<file path="src/rtl/regfile_pkg.sv">
`default_nettype none
// +----------------------------------------------------------------------+
// | Module  : regfile_pkg                                                |
// | Brief   : Shared defaults and types for the scoreboarded reg file    |
// | Revision: 1.0 - initial release                                      |
// +----------------------------------------------------------------------+
package regfile_pkg;

   localparam int XLEN     = 32;
   localparam int NREGS    = 32;
   localparam int ZERO_REG = 0;

   typedef logic [$clog2(NREGS)-1:0] reg_addr_t;

endpackage : regfile_pkg
`default_nettype wire

</file>
<file path="src/rtl/regfile_scoreboard.sv">
`default_nettype none
// +----------------------------------------------------------------------+
// | Module  : regfile_scoreboard                                         |
// | Brief   : Per-register busy bits tracking in-flight destination      |
// |           writes; set on issue, cleared on writeback, flushable.     |
// | Revision: 1.0 - initial release                                      |
// +----------------------------------------------------------------------+
module regfile_scoreboard
   import regfile_pkg::*;
#(
   parameter int NREGS = regfile_pkg::NREGS,
   parameter int AW    = $clog2(NREGS)
) (
   input  logic          clk,
   input  logic          reset,
   input  logic          flush,
   input  logic          set_en,
   input  logic [AW-1:0] set_addr,
   input  logic          clr_en,
   input  logic [AW-1:0] clr_addr,
   input  logic [AW-1:0] q1_addr,
   input  logic [AW-1:0] q2_addr,
   output logic          q1_busy,
   output logic          q2_busy
);

   localparam logic [NREGS-1:0] c_one  = NREGS'(1);
   localparam logic [AW-1:0]    c_zero = AW'(ZERO_REG);

   logic [NREGS-1:0] r_busy;
   logic [NREGS-1:0] w_set;
   logic [NREGS-1:0] w_clr;

   // One-hot set/clear masks; register 0 is excluded so its bit never rises
   always_comb begin
      w_set = '0;
      w_clr = '0;
      if (set_en && (set_addr != c_zero)) begin
         w_set = c_one << set_addr;
      end
      if (clr_en && (clr_addr != c_zero)) begin
         w_clr = c_one << clr_addr;
      end
   end

   // Busy state: reset/flush clear everything; set is applied after clear so a new producer wins
   always_ff @(posedge clk) begin
      if (reset || flush) begin
         r_busy <= '0;
      end else begin
         r_busy <= (r_busy & ~w_clr) | w_set;
      end
   end

   assign q1_busy = r_busy[q1_addr];
   assign q2_busy = r_busy[q2_addr];

endmodule : regfile_scoreboard
`default_nettype wire

</file>
<file path="src/rtl/regfile_sb.sv">
`default_nettype none
// +----------------------------------------------------------------------+
// | Module  : regfile_sb                                                 |
// | Brief   : Parametrised register file with same-cycle write-to-read   |
// |           bypass and a busy scoreboard for RAW hazard detection.     |
// | Revision: 1.0 - initial release                                      |
// +----------------------------------------------------------------------+
module regfile_sb
   import regfile_pkg::*;
#(
   parameter int XLEN    = regfile_pkg::XLEN,
   parameter int NREGS   = regfile_pkg::NREGS,
   parameter int BYPASS  = 1,
   parameter int DBG_IDX = 5
) (
   input  logic                     clk,
   input  logic                     reset,
   input  logic [$clog2(NREGS)-1:0] rs1,
   input  logic [$clog2(NREGS)-1:0] rs2,
   output logic [XLEN-1:0]          rd1,
   output logic [XLEN-1:0]          rd2,
   output logic                     rs1_busy,
   output logic                     rs2_busy,
   input  logic                     we,
   input  logic [$clog2(NREGS)-1:0] waddr,
   input  logic [XLEN-1:0]          wdata,
   input  logic                     issue_valid,
   input  logic [$clog2(NREGS)-1:0] issue_rd,
   input  logic                     flush,
   output logic [XLEN-1:0]          dbg_reg
);

   localparam int            AW         = $clog2(NREGS);
   localparam logic [AW-1:0] c_zero     = AW'(ZERO_REG);
   localparam logic [AW-1:0] c_dbg_idx  = AW'(DBG_IDX);
   localparam logic          c_bypass   = (BYPASS != 0);

   logic [XLEN-1:0] r_regs [NREGS];
   logic            w_wr_en;
   logic            w_byp1;
   logic            w_byp2;
   logic            w_sb_busy1;
   logic            w_sb_busy2;

   assign w_wr_en = we && (waddr != c_zero);

   // Architectural state: reset wipes every entry; writes to register 0 are dropped
   always_ff @(posedge clk) begin
      if (reset) begin
         for (int i = 0; i < NREGS; i++) begin
            r_regs[i] <= '0;
         end
      end else if (w_wr_en) begin
         r_regs[waddr] <= wdata;
      end
   end

   // Forwarding applies only to a live, non-zero write that matches the read address
   always_comb begin
      w_byp1 = c_bypass && w_wr_en && (waddr == rs1);
      w_byp2 = c_bypass && w_wr_en && (waddr == rs2);
   end

   // Read ports: register 0 is hardwired to zero, then bypass, then stored value
   always_comb begin
      rd1 = r_regs[rs1];
      rd2 = r_regs[rs2];
      if (rs1 == c_zero) begin
         rd1 = '0;
      end else if (w_byp1) begin
         rd1 = wdata;
      end
      if (rs2 == c_zero) begin
         rd2 = '0;
      end else if (w_byp2) begin
         rd2 = wdata;
      end
   end

   regfile_scoreboard #(
      .NREGS (NREGS),
      .AW    (AW)
   ) u_scoreboard (
      .clk      (clk),
      .reset    (reset),
      .flush    (flush),
      .set_en   (issue_valid),
      .set_addr (issue_rd),
      .clr_en   (we),
      .clr_addr (waddr),
      .q1_addr  (rs1),
      .q2_addr  (rs2),
      .q1_busy  (w_sb_busy1),
      .q2_busy  (w_sb_busy2)
   );

   // A forwarded operand is available now, so its pending write no longer stalls decode
   always_comb begin
      rs1_busy = w_sb_busy1 && !w_byp1;
      rs2_busy = w_sb_busy2 && !w_byp2;
   end

   assign dbg_reg = r_regs[c_dbg_idx];

endmodule : regfile_sb
`default_nettype wire

</file>
<file path="config.mk">
export PLATFORM = sky130hd
export DESIGN_NAME = regfile_sb
export DESIGN_NICKNAME = d
export VERILOG_FILES = /design/src/rtl/regfile_pkg.sv /design/src/rtl/regfile_scoreboard.sv /design/src/rtl/regfile_sb.sv
export SDC_FILE = /design/constraint.sdc
export NUM_CORES = 2
export LEC_CHECK = 0
export BUFFER_PORTS_ARGS = -buffer_cell sky130_fd_sc_hd__buf_2
export CAP_MARGIN = 20
export CORE_MARGIN = 3
export CORE_UTILIZATION = 55
export CTS_CLUSTER_DIAMETER = 150
export DETAILED_ROUTE_END_ITERATION = 10
export PLACE_DENSITY = 0.72
export SYNTH_ARGS = -nofsm -noshare
export SYNTH_HDL_FRONTEND = slang
export SYNTH_SLANG_ARGS = --single-unit
</file>
<file path="constraint.sdc">
create_clock -name clk -period 3.6 [get_ports clk]
set_input_delay 0.36 -clock clk [delete_from_list [all_inputs] [get_ports clk]]
set_output_delay 0.36 -clock clk [all_outputs]
set_load 0.005 [all_outputs]
</file>
Word-level counts from Yosys, hierarchy flattened
Memory sizes are Yosys's and may differ from the RTL's.
Index checks and enable logic that the tools add are counted.
- register bits: 32
- latch bits: 0
- bits in writable memories: 1024
- ROM bits: 0
- input port bits: 57
- output and inout port bits: 98
- logic and storage cells: 43
- memories kept: 1
- add/sub/neg operators: 0
- $mul: 0
- divide/modulo/power cells: 0
- magnitude comparators: 2
- equality and inequality tests: 2
- shift-type cells: 2
- multiplexer cells: 18
- bitwise gates (word level): 3
- reductions and logical operators: 14
- memory list (memory ; words ; bits a word ; read ports ; clocked after memory_dff ; write ports ; line ; RTL):
    r_regs ; 32 ; 32 ; 3 ; 0 ; 32 ; regfile_sb.sv:38 ; logic [XLEN-1:0] r_regs [NREGS];
- operators by type and width (cell ; count):
    2-to-1 mux 32 bit ; 7
    left shift 1 x 5 -> 32 bit (first input constant) ; 2
    AND 32 bit ; 1
    NOT 32 bit ; 1
    OR 32 bit ; 1
    OR reduction 32 bit ; 1
    less-than comparator 5 x 6 -> 1 bit (second input constant) ; 2
    binary-select mux 1 bit (select 5 bit) ; 2
    equality test 5 bit ; 2
    logical NOT 5 bit ; 2
    nonzero test 5 bit ; 2
    2-to-1 mux 1 bit ; 8
    logical AND 1 bit ; 6
    2-to-1 mux 5 bit ; 1
    logical NOT 1 bit ; 2
    logical OR 1 bit ; 1

Logic depth before layout (Yosys ltp)
- depth after elaboration: 7
- depth in mapped cells: 11
- gate-level depth less buffers: 6

Hierarchy
A second synthesis with hierarchy kept.
- cell total of the unflattened synthesis: 4072
- area, all modules: 57142.3 um^2
- modules (own cells, without submodules) (module ; instances ; cells an instance ; area an instance (um^2) ; seq. area each (um^2)):
    regfile_sb ; 1 ; 3815 ; 55155.4 ; 30749.5
    regfile_scoreboard ; 1 ; 257 ; 1986.9 ; 640.6

Least setup slack after synthesis
No wires, ideal clock.
- path type: input port to flip-flop
- start: input port waddr[3]
- end: memory r_regs[12][0] (enable)
- setup time: 0.428 ns
- data arrival time: 2.704 ns
- data required time: 3.172 ns
- slack: 0.468 ns
- stages: 5
- buffers on the path: 2
- path through: buf_2 > or2_2 > clkbuf_1 > nand3_1 > o21bai_1
- RTL lines (item ; line ; RTL):
    from (decl) ; regfile_sb.sv:25 ; input logic [$clog2(NREGS)-1:0] waddr,
    to (decl) ; regfile_sb.sv:38 ;

Worst setup path after layout
- start: input port rs2[3]
- end: output port rd2[12]
- word-level cells in the longest chain between the ends: 4
- elaborated cells between the ends (all ways): 6
- classes of those cells: 1 x eq/ne; 2 x mux; 2 x reduce/logical; 1 x memory
- RTL lines (item ; line ; RTL):
    from (decl) ; regfile_sb.sv:19 ; input logic [$clog2(NREGS)-1:0] rs2,
    branches (longest 3 deep; another with memory read (32 x 32 bit)) ; - ;
    2-to-1 mux 32 bit * ; regfile_sb.sv:73 ; if (rs2 == c_zero) begin
    to (decl) ; regfile_sb.sv:21 ; output logic [XLEN-1:0] rd2,
Mark *: on every way between the ends.

==> impl_metrics.env <==
export IMPL_outcome="finished clean"
export IMPL_firstDrtPassIters=9
export IMPL_ys_ff_latch=1056
export IMPL_holdPathStages=3
export IMPL_pwr_density_cell_nw_per_um2=465
export IMPL_synth_cells=4174
export IMPL_dpl_instance_area_um2=61300
export IMPL_drt_iter0_drc=7472
export IMPL_max_cap_violations=0
export IMPL_avgSynthCellArea_um2=13.9
export IMPL_fp_coreArea_um2=104000
export IMPL_hold_violations=0
export IMPL_tritoncts="built"
export IMPL_cts_buffers=110
export IMPL_timing_fmax_mhz=279
export IMPL_tightest_slew_ns=1.20
export IMPL_yosysSeqAreaShare_pct=54.3
export IMPL_critPathCaptureType="primary output"
export IMPL_slew_violations=0
export IMPL_path_class="input port to primary output"
export IMPL_rsz0062_at_grt="no"
export IMPL_synth_area_um2=57800
export IMPL_arrival_ns=3.23
export IMPL_period_share_pct=99.7
export IMPL_slew_headroom_pct=19.8
export IMPL_hp_class="input port to flip-flop"
export IMPL_hold_start="issue_rd[2]"
export IMPL_synth_area_leaders="edfxtp_1, mux4_2, and2_1"
export IMPL_p_leak_nw=23.2
export IMPL_port_buffers=154
export IMPL_pwr_share_seq_pct=48.2
export IMPL_grt_pass1_wl_um=298000
export IMPL_p_int_mw=22.4
export IMPL_yosysUniqueCellTypes=65
export IMPL_setup_ws_ns=0.00982
export IMPL_min_period_ns=3.59
export IMPL_clk_pin_slew_ns=0.06
export IMPL_swShare_pct=25.9
export IMPL_gp_congestion=0.962
export IMPL_cp_common_cell="buf_2"
export IMPL_hpwl_um=129000
export IMPL_crit_fanout=8
export IMPL_power_frac_comb_pct=13.7
export IMPL_h_tree_depth=3
export IMPL_cts_sinks=1056
export IMPL_dp_slack_ns=0.146
export IMPL_start_util_pct=55.6
export IMPL_syn2layout_area_growth_pct=12.2
export IMPL_track_usage_pct=39.0
export IMPL_synth_main_ff_cell="edfxtp_1"
export IMPL_timing_rr_end="u_scoreboard.r_busy[8]$_SDFF_PP0_"
export IMPL_reg2reg_from="u_scoreboard.r_busy[8]$_SDFF_PP0_"
export IMPL_slowest_stage="a211oi_1"
export IMPL_synth_top_area_cell="edfxtp_1"
export IMPL_setup_viol=0
export IMPL_min_to="u_scoreboard.r_busy[31]$_SDFF_PP0_"
export IMPL_cpPeakStageDelay_ns=0.87
export IMPL_r2r_slack_ns=2.88
export IMPL_ys_warn_count=0
export IMPL_cts_root_buf="clkbuf_16"
export IMPL_drc=0
export IMPL_via_count=41781
export IMPL_drive_gt1_share_pct=24.1
export IMPL_num_rows=118
export IMPL_antenna_found_initial=15
export IMPL_finClkSkew_ns=0
export IMPL_wl_per_cell_um=37.0
export IMPL_synth_edf_count=1024
export IMPL_final_antenna_net_count=0
export IMPL_die_h_um=330
export IMPL_cts_path_max_buffers=3
export IMPL_p_switching_mw=7.80
export IMPL_startpoint_type="input port"
export IMPL_via_per_inst=7.25
export IMPL_r2r_cells=2
export IMPL_grt_overflow_total=0
export IMPL_die_area_um2=109000
export IMPL_synthArstFlopShare_pct=0
export IMPL_path_cells="buf_2 > xor2_1 > a21oi_1 > nand4_1 > nand2_1 > buf_4 > a211oi_1 > a221o_1 > buf_2"
export IMPL_grt_max_degree=52
export IMPL_clock_power_share_pct=38.1
export IMPL_final_nets=4333
export IMPL_synth_top_area_share_pct=53.2
export IMPL_fin_area_um2=64900
export IMPL_drt_total_wl_um=213000
export IMPL_synth_commonest_cells="edfxtp_1, and2_1, mux4_2, mux2i_1, clkbuf_1"
export IMPL_pin_count=155
export IMPL_fin_setup_tns_ns=0
export IMPL_synth_most_common_cell="edfxtp_1"
export IMPL_required_ns=3.24
export IMPL_die_w_um=330
export IMPL_n_fill_cell=7683
export IMPL_clk_latency_ns=0.70
export IMPL_vdd_drop_max_mv=0.409
export IMPL_grt_pass1_vias=40367
power by group through the flow:
stage | Combinational, mW | Clock [mW] | Sequential (mW)
3_5_place_dp | 3.96 | 0 | 14.8
2_1_floorplan | 2.35 | 0 | 14.6
5_1_grt | 4.21 | 12.0 | 14.6
6_report | 4.12 | 11.5 | 14.5
4_1_cts | 3.98 | 11.5 | 14.5
3_3_place_gp | 3.94 | 0 | 14.7
stage by stage:
stage | util, % | std cells | hold WS, ns | power, mW
after global routing | 62.4 | 5748 | 0.0263 | 30.8
after CTS | 62.4 | 5748 | 0.000908 | 30.0
after detailed placement | 58.9 | 5543 | 0.437 | 18.7
after floorplan | - | 4205 | 0.416 | 17.0
after global placement | 58.9 | 5543 | 0.428 | 18.7
final | 62.4 | 5763 | 0.0361 | 30.2
metal layers:
metal | share of wire (%) | track usage (%) | vias up
li1 | - | - | 16152
met1 | 34 | 50.9 | 20634
met2 | 44 | 57.5 | 4103
met3 | 16 | 13.3 | 884
met4 | 7.0 | 21.8 | 8
met5 | 0.025 | 0 | -
layout make-up:
cell class | count | area, um2 | area share [%]
inverter | 6 | 22.5 | 0.0347
timing repair buffer | 394 | 3410 | 5.25
multi-input combinational | 2708 | 24700 | 38.1
sequential | 1056 | 31400 | 48.4
antenna | 15 | 37.5 | 0.0579
clock buffer | 132 | 2920 | 4.50
tap | 1380 | 1730 | 2.66
clock inverter | 72 | 646 | 0.995
cells by family (layout without fill, tap and decap cells):
kind of cell / after synthesis / count (layout) / share of synthesized area (%)
AOI/OAI and AO/OA: 504 / 504 / 5.99
xor gates and xnor gates: 10 / 10 / 0.151
buffers and inverters: 441 / 604 / 3.87
DFF: 1056 / 1056 / 54.3
muxes: 771 / 771 / 21.7
other: 1 / 47 / 0.00648
and+or+nand+nor: 1391 / 1391 / 14.0
critical path, delay by kind of cell:
family / cells / cell delay (ns)
simple gates: 2 / 0.60
compound gates: 3 / 1.17
buf+inv: 3 / 0.87
xor+xnor: 1 / 0.20
how the worst max path moves through the flow:
| stage | slack [ns] | to | start | cells past startpoint |
|---|---|---|---|---|
| floorplan | 0.47 | r_regs[12][0]$_SDFFCE_PN0P_ | waddr[3] | 5 |
| global placement | 0.12 | rd2[22] | rs2[0] | 10 |
| detailed placement | 0.15 | rd2[22] | rs2[0] | 10 |
| CTS | 0.14 | rd2[22] | rs2[0] | 10 |
| global route | 0.05 | rd2[25] | rs2[0] | 10 |
| finish | 0.01 | rd2[12] | rs2[3] | 9 |
state kept, by name, summed over array words and instances, names as in the netlist:
register             flops
r_regs                1024
u_scoreboard.r_busy     32
placed cells by master (no fill, tap or decap), types with 15 or more instances in the layout:
cell / netlist / layout
a21oi_1: 98 / 98
a221oi_1: 52 / 52
a22oi_1: 77 / 77
and2_1: 969 / 969
buf_12: 4 / 62
buf_2: 64 / 146
buf_4: 25 / 179
clkbuf_1: 292 / 18
clkbuf_16: 0 / 114
clkinv_1: 1 / 36
clkinv_2: 0 / 18
conb_1: 1 / 32
dfxtp_1: 32 / 32
diode_2: 0 / 15
edfxtp_1: 1024 / 1024
mux2_2: 30 / 30
mux2i_1: 356 / 356
mux4_2: 385 / 385
nand2_1: 92 / 92
nand2b_2: 0 / 17
nand3_1: 30 / 30
nor2_1: 119 / 99
nor2b_1: 20 / 16
nor3_1: 86 / 72
nor3_2: 1 / 15
o211ai_1: 27 / 27
o21ai_0: 87 / 87
o22ai_1: 49 / 49
timing repair:
item / 4_1_cts / 5_1_grt
endpoints found under the hold margin: 1 / 0
setup buffers: 0 / 0
endpoints found under the setup margin: 0 / 1
gates resized for setup: 0 / 1
hold buffers: 1 / 0
No activity file was read; power rests on OpenSTA's default activity.
